==> config.mk <==
export PLATFORM = sky130hd
export DESIGN_NAME = router_ctrl_flat
export DESIGN_NICKNAME = d
export VERILOG_FILES = /design/src/rtl/router_ctrl_if.sv /design/src/rtl/router_ctrl.sv /design/src/flat_wrapper.sv
export SDC_FILE = /design/constraint.sdc
export NUM_CORES = 1
export LEC_CHECK = 0
export BUFFER_PORTS_ARGS = -buffer_cell sky130_fd_sc_hd__buf_2
export CORE_MARGIN = 2
export CORE_UTILIZATION = 52
export CTS_BUF_LIST = sky130_fd_sc_hd__clkbuf_16
export CTS_CLUSTER_DIAMETER = 150
export DETAILED_ROUTE_END_ITERATION = 16
export PLACE_DENSITY = 0.85
export SYNTH_ARGS = -nofsm -noshare
export SYNTH_HDL_FRONTEND = slang
export SYNTH_SLANG_ARGS = --single-unit
export TNS_END_PERCENT = 50
==> constraint.sdc <==
create_clock -name clock -period 2 [get_ports clock]
set_input_delay 0.4 -clock clock [delete_from_list [all_inputs] [get_ports clock]]
set_output_delay 0.4 -clock clock [all_outputs]
set_load 0.02 [all_outputs]
==> src/rtl/router_ctrl_if.sv <==
// rtl/router_ctrl_if.sv - source, FIFO and strobe signals of the 1x3 router control block
interface router_ctrl_if;
   logic       packet_valid;
   logic [1:0] addr_in;
   logic [2:0] fifo_full;
   logic [2:0] fifo_empty;
   logic [2:0] read_enb;
   logic       parity_done;
   logic       low_packet_valid;
   logic [2:0] vld_out;
   logic [2:0] soft_reset;
   logic [2:0] write_enb;
   logic       sel_full;
   logic       busy;
   logic       detect_add;
   logic       lfd_state;
   logic       ld_state;
   logic       laf_state;
   logic       full_state;
   logic       lp_state;
   logic       rst_int_reg;
   logic       write_enb_reg;

   modport master (
      output packet_valid, addr_in, fifo_full, fifo_empty, read_enb,
             parity_done, low_packet_valid,
      input  vld_out, soft_reset, write_enb, sel_full, busy, detect_add,
             lfd_state, ld_state, laf_state, full_state, lp_state,
             rst_int_reg, write_enb_reg
   );

   modport slave (
      input  packet_valid, addr_in, fifo_full, fifo_empty, read_enb,
             parity_done, low_packet_valid,
      output vld_out, soft_reset, write_enb, sel_full, busy, detect_add,
             lfd_state, ld_state, laf_state, full_state, lp_state,
             rst_int_reg, write_enb_reg
   );
endinterface

==> src/rtl/router_ctrl.sv <==
// rtl/router_ctrl.sv - packet FSM, address latch and per-port read-timeout watchdog
module router_ctrl #(
   parameter int TIMEOUT = 30
) (
   input  logic          clock,
   input  logic          resetn,
   router_ctrl_if.slave  bus
);
   localparam int CW = $clog2(TIMEOUT);

   typedef enum logic [2:0] {
      DECODE_ADDRESS,
      WAIT_TILL_EMPTY,
      LOAD_FIRST_DATA,
      LOAD_DATA,
      FIFO_FULL_STATE,
      LOAD_AFTER_FULL,
      LOAD_PARITY,
      CHECK_PARITY_ERROR
   } state_t;

   state_t        state;
   state_t        next_state;
   logic [1:0]    addr_q;
   logic [CW-1:0] cnt [3];
   logic [2:0]    soft_reset_q;
   logic          port_flush;
   logic          addr_ok;

   // Address 3 has no FIFO behind it, so it selects nothing.
   function automatic logic pick(input logic [2:0] v, input logic [1:0] i);
      case (i)
         2'd0:    pick = v[0];
         2'd1:    pick = v[1];
         2'd2:    pick = v[2];
         default: pick = 1'b0;
      endcase
   endfunction

   assign addr_ok        = bus.packet_valid && (bus.addr_in != 2'd3);
   assign bus.sel_full   = pick(bus.fifo_full, addr_q);
   assign bus.vld_out    = ~bus.fifo_empty;
   assign bus.soft_reset = soft_reset_q;
   assign port_flush     = pick(soft_reset_q, addr_q);

   always_ff @(posedge clock) begin
      if (!resetn) begin
         state  <= DECODE_ADDRESS;
         addr_q <= 2'd0;
      end else begin
         state <= next_state;
         if (state == DECODE_ADDRESS && addr_ok)
            addr_q <= bus.addr_in;
      end
   end

   always_comb begin
      next_state = state;
      case (state)
         DECODE_ADDRESS:
            if (addr_ok)
               next_state = pick(bus.fifo_empty, bus.addr_in) ? LOAD_FIRST_DATA
                                                              : WAIT_TILL_EMPTY;
         WAIT_TILL_EMPTY:
            if (pick(bus.fifo_empty, addr_q)) next_state = LOAD_FIRST_DATA;
         LOAD_FIRST_DATA:
            next_state = LOAD_DATA;
         LOAD_DATA:
            if (bus.sel_full)           next_state = FIFO_FULL_STATE;
            else if (!bus.packet_valid) next_state = LOAD_PARITY;
         FIFO_FULL_STATE:
            if (!bus.sel_full) next_state = LOAD_AFTER_FULL;
         LOAD_AFTER_FULL:
            if (bus.parity_done)           next_state = DECODE_ADDRESS;
            else if (bus.low_packet_valid) next_state = LOAD_PARITY;
            else                           next_state = LOAD_DATA;
         LOAD_PARITY:
            next_state = CHECK_PARITY_ERROR;
         CHECK_PARITY_ERROR:
            next_state = bus.sel_full ? FIFO_FULL_STATE : DECODE_ADDRESS;
         default:
            next_state = DECODE_ADDRESS;
      endcase
      // A flush of the FIFO we are writing abandons the packet.
      if (state != DECODE_ADDRESS && port_flush)
         next_state = DECODE_ADDRESS;
   end

   always_comb begin
      bus.detect_add    = 1'b0;
      bus.lfd_state     = 1'b0;
      bus.ld_state      = 1'b0;
      bus.laf_state     = 1'b0;
      bus.full_state    = 1'b0;
      bus.lp_state      = 1'b0;
      bus.rst_int_reg   = 1'b0;
      bus.write_enb_reg = 1'b0;
      bus.busy          = 1'b1;
      bus.write_enb     = 3'b000;
      case (state)
         DECODE_ADDRESS: begin
            bus.detect_add = 1'b1;
            bus.busy       = 1'b0;
         end
         LOAD_FIRST_DATA: begin
            bus.lfd_state     = 1'b1;
            bus.write_enb_reg = 1'b1;
         end
         LOAD_DATA: begin
            bus.ld_state      = 1'b1;
            bus.write_enb_reg = 1'b1;
            bus.busy          = 1'b0;
         end
         LOAD_AFTER_FULL: begin
            bus.laf_state     = 1'b1;
            bus.write_enb_reg = 1'b1;
         end
         FIFO_FULL_STATE:    bus.full_state = 1'b1;
         LOAD_PARITY: begin
            bus.lp_state      = 1'b1;
            bus.write_enb_reg = 1'b1;
         end
         CHECK_PARITY_ERROR: bus.rst_int_reg = 1'b1;
         default: ;
      endcase
      if (bus.write_enb_reg)
         bus.write_enb = 3'b001 << addr_q;
   end

   // A read on the terminal-count cycle clears the counter before it can fire.
   always_ff @(posedge clock) begin
      if (!resetn) begin
         soft_reset_q <= 3'b000;
         for (int k = 0; k < 3; k++) cnt[k] <= '0;
      end else begin
         soft_reset_q <= 3'b000;
         for (int k = 0; k < 3; k++) begin
            if (!bus.vld_out[k] || bus.read_enb[k]) begin
               cnt[k] <= '0;
            end else if (cnt[k] == CW'(TIMEOUT - 1)) begin
               soft_reset_q[k] <= 1'b1;
               cnt[k]          <= '0;
            end else begin
               cnt[k] <= cnt[k] + CW'(1);
            end
         end
      end
   end
endmodule
==> src/flat_wrapper.sv <==
// flat-port wrapper written by rule: the top's interface ports become plain ports
module router_ctrl_flat 
#(
   parameter int TIMEOUT = 30
)
  (clock, resetn, bus_packet_valid, bus_addr_in, bus_fifo_full, bus_fifo_empty, bus_read_enb, bus_parity_done, bus_low_packet_valid, bus_vld_out, bus_soft_reset, bus_write_enb, bus_sel_full, bus_busy, bus_detect_add, bus_lfd_state, bus_ld_state, bus_laf_state, bus_full_state, bus_lp_state, bus_rst_int_reg, bus_write_enb_reg);
  router_ctrl_if bus_i ();
  input  logic clock;
  input  logic resetn;
  input wire logic [$bits(bus_i.packet_valid)-1:0] bus_packet_valid;
  input wire logic [$bits(bus_i.addr_in)-1:0] bus_addr_in;
  input wire logic [$bits(bus_i.fifo_full)-1:0] bus_fifo_full;
  input wire logic [$bits(bus_i.fifo_empty)-1:0] bus_fifo_empty;
  input wire logic [$bits(bus_i.read_enb)-1:0] bus_read_enb;
  input wire logic [$bits(bus_i.parity_done)-1:0] bus_parity_done;
  input wire logic [$bits(bus_i.low_packet_valid)-1:0] bus_low_packet_valid;
  output wire logic [$bits(bus_i.vld_out)-1:0] bus_vld_out;
  output wire logic [$bits(bus_i.soft_reset)-1:0] bus_soft_reset;
  output wire logic [$bits(bus_i.write_enb)-1:0] bus_write_enb;
  output wire logic [$bits(bus_i.sel_full)-1:0] bus_sel_full;
  output wire logic [$bits(bus_i.busy)-1:0] bus_busy;
  output wire logic [$bits(bus_i.detect_add)-1:0] bus_detect_add;
  output wire logic [$bits(bus_i.lfd_state)-1:0] bus_lfd_state;
  output wire logic [$bits(bus_i.ld_state)-1:0] bus_ld_state;
  output wire logic [$bits(bus_i.laf_state)-1:0] bus_laf_state;
  output wire logic [$bits(bus_i.full_state)-1:0] bus_full_state;
  output wire logic [$bits(bus_i.lp_state)-1:0] bus_lp_state;
  output wire logic [$bits(bus_i.rst_int_reg)-1:0] bus_rst_int_reg;
  output wire logic [$bits(bus_i.write_enb_reg)-1:0] bus_write_enb_reg;
  assign bus_i.packet_valid = bus_packet_valid;
  assign bus_i.addr_in = bus_addr_in;
  assign bus_i.fifo_full = bus_fifo_full;
  assign bus_i.fifo_empty = bus_fifo_empty;
  assign bus_i.read_enb = bus_read_enb;
  assign bus_i.parity_done = bus_parity_done;
  assign bus_i.low_packet_valid = bus_low_packet_valid;
  assign bus_vld_out = bus_i.vld_out;
  assign bus_soft_reset = bus_i.soft_reset;
  assign bus_write_enb = bus_i.write_enb;
  assign bus_sel_full = bus_i.sel_full;
  assign bus_busy = bus_i.busy;
  assign bus_detect_add = bus_i.detect_add;
  assign bus_lfd_state = bus_i.lfd_state;
  assign bus_ld_state = bus_i.ld_state;
  assign bus_laf_state = bus_i.laf_state;
  assign bus_full_state = bus_i.full_state;
  assign bus_lp_state = bus_i.lp_state;
  assign bus_rst_int_reg = bus_i.rst_int_reg;
  assign bus_write_enb_reg = bus_i.write_enb_reg;
  router_ctrl #(.TIMEOUT(TIMEOUT)) u_core (.clock(clock), .resetn(resetn), .bus(bus_i));
endmodule
==> metrics <==
cts bufs inserted=3; post-synth cell types=42; global-route wire length before repair=5050 um; total grt overflow=0; R2R setup slack=0.35 ns; max_cap viols=0; Data arrival, critical path=1.47 ns; top cells by count, synth=nor2_1 (21), edfxtp_1 (15), inv_1 (12); total placed instance area=1620 um2; multiplexer share of the synthesized area=3.27%; area leader, netlist=edfxtp_1; cell area power density=774 nW/um2; hpwl dp=2300 um; Hold Vio Cnt, Final=0; Final GP Congestion=0.896; Clock transition at path regs=0.07 ns; Reg2Reg Depth=4; Ports=35; DIE WIDTH=55.4 um; layout cells sized above 1=27.4%; antenna cells=0; post-route ant nets=0; Root Buffer=clkbuf_16; fin util=68.5%; adder-cell area share of the yosys netlist=5.45%; fin crit share=93.5%; Yosys warnings=0; First-pass DRT Iterations=4; # fillers=191; CP Class=reg2out; H-tree Lvls=1; status=finished clean; setup TNS=0 ns; XOR/XNOR share of the synthesized area=6.36%; Max Root-Sink Buffers=2; Setup Buffers After CTS=0; Yosys top cell area share=32.7%; slowest CP cell=dfxtp_1; most instantiated library cell after synthesis=nor2_1; Synth Register Bits=23; CP endpoint kind=output pin; number of synthesized flops with an enable pin=15; Core ar.=2500 um2; 1st-iter DRT viols=47; P&R area growth vs syn=24.5%; pin count of the biggest net entering global routing=15; antenna violations before repair=0; largest family of logic cells by synthesized area=simple AND/OR/NAND/NOR gates; Peak Freq=535 MHz; Die ar.=3070 um2; clk_lat worst skew=0.26 ns; CTS tree=built; pre-CTS setup slack=0.253 ns; GRT Overall Usage=20.8%; DRC Markers=0; most frequent cell on the critical path=inv_1; CP Launch Type=register; sequential fraction of the synthesis area=44.4%; Nets=209; CTS Sinks=23; crit path max fanout=6; Buffers on Ports=34; DR vias/cell=5.55; compound-gate portion of the synthesized area=9.64%; Post-Synth Simple-Gate Area=25.1%; Seq. cell area=613 um2; worst path required time=1.60 ns; top_reg_cell synth=edfxtp_1; Finish-stage setup viols=0; Max IR drop VDD=0.000545 V; Worst path max stage delay=0.44 ns; post-layout min period=1.87 ns; Rows=18; final WL=2960 um; DR WL/cell=13.7 um; hold depth=2; Pins Over Slew Limit=0; worst path cell trace=inv_1, xnor2_2, inv_1, and3_1, buf_2; post-CTS sizing=1; unrepaired setup endpoints after global routing=false; clock skew=0.00754 ns; area of the multi-input gates=749 um2; Synth area leaders=edfxtp_1 (33%), dfxtp_1 (12%), nor2_1 (5.7%), ha_1 (5.5%), xor2_1 (3.8%); cells after synthesis=137; finished layout cell area=1710 um2; final worst slack=0.131 ns; Post-CTS Hold Buffers=0; leakage power=0.785 nW; vias in the first global route=1,133; via count=1,198; starting density of the core=55.1%; Chip Height=55.4 um; synthesized area=1380 um2; Async S/R FF share, synth=0%; syn avg cell area=10.0 um2; HP Class=in2reg
## final cells by class
| class | count | area share, % |
|---|---|---|
| well taps | 30 | 2.19 |
| clock inverters | 1 | 0.438 |
| clock buffers | 3 | 4.38 |
| flip-flops and latches | 23 | 35.8 |
| inverters | 12 | 2.63 |
| repair buffers | 36 | 10.8 |
| multi-input cells | 111 | 43.8 |
## placed cells by master, fill, tap and decap left out, types with 2 or more instances in the layout
cell type,n
xor2_1,6
ha_1,6
dfxtp_1,6
clkbuf_16,3
mux2i_1,3
nand3_1,6
buf_2,34
and3b_1,2
nor4b_1,3
nor3_1,5
nor2_1,21
edfxtp_1,15
buf_4,2
a21oi_1,2
xnor2_1,3
and3_1,4
nand4_1,5
nor2b_1,2
nand2_1,3
nand3b_1,2
conb_1,15
dfxtp_2,2
inv_1,12
## final timing paths
| kind | start | to |
|---|---|---|
| worst max-delay path | u_core.state[1] | bus_write_enb[1] |
| worst max register to register | u_core.addr_q[0] | u_core.state[2] |
| worst min register to register | u_core.cnt[2][0] | u_core.cnt[2][0] |
| worst min-delay path | bus_read_enb[0] | u_core.bus.soft_reset[0] |
## cells by family (layout without fill, tap and decap cells)
group	count (synthesis)	count (layout)
xor+xnor	10	10
flops	23	23
simple gates	60	60
fa+ha+maj	6	6
compound gates	16	16
buf+inv	17	52
other cells	1	15
mux	4	4
## worst max-delay path: cells and delay by family, from the launching register on
kind / cells / cell delay (ns)
xor+xnor: 1 / 0.22
simple gates: 1 / 0.18
flops: 1 / 0.44
buf+inv: 3 / 0.38
## power by group
| part | switching [mW] | internal, mW |
|---|---|---|
| logic | 0.175 | 0.122 |
| registers | 0.0470 | 0.536 |
| clock network | 0.173 | 0.271 |
| total | 0.396 | 0.930 |
## per-layer routing
| layer | track usage, % | routed length (um) | vias up |
|---|---|---|---|
| met1 | 25.7 | 1280 | 560 |
| li1 | - | - | 577 |
| met3 | 3.75 | 175 | 8 |
| met2 | 35.2 | 1440 | 53 |
| met4 | 9.06 | 63 | 0 |
| met5 | 0 | 0 | - |
## state kept, by name, summed over array words and instances, names as in the netlist
register               cells
u_core.cnt                15
u_core.bus.soft_reset      3
u_core.state               3
u_core.addr_q              2
## through the flow
stage | total power [mW] | hold slack (ns) | std cells
CTS | 1.32 | 0.309 | 216
finish | 1.33 | 0.308 | 216
floorplan | 0.792 | 0.477 | 151
global route | 1.39 | 0.318 | 216
global placement | 0.866 | 0.580 | 212
detailed placement | 0.881 | 0.585 | 212
Note: power is estimated with default switching activity, not from simulation.
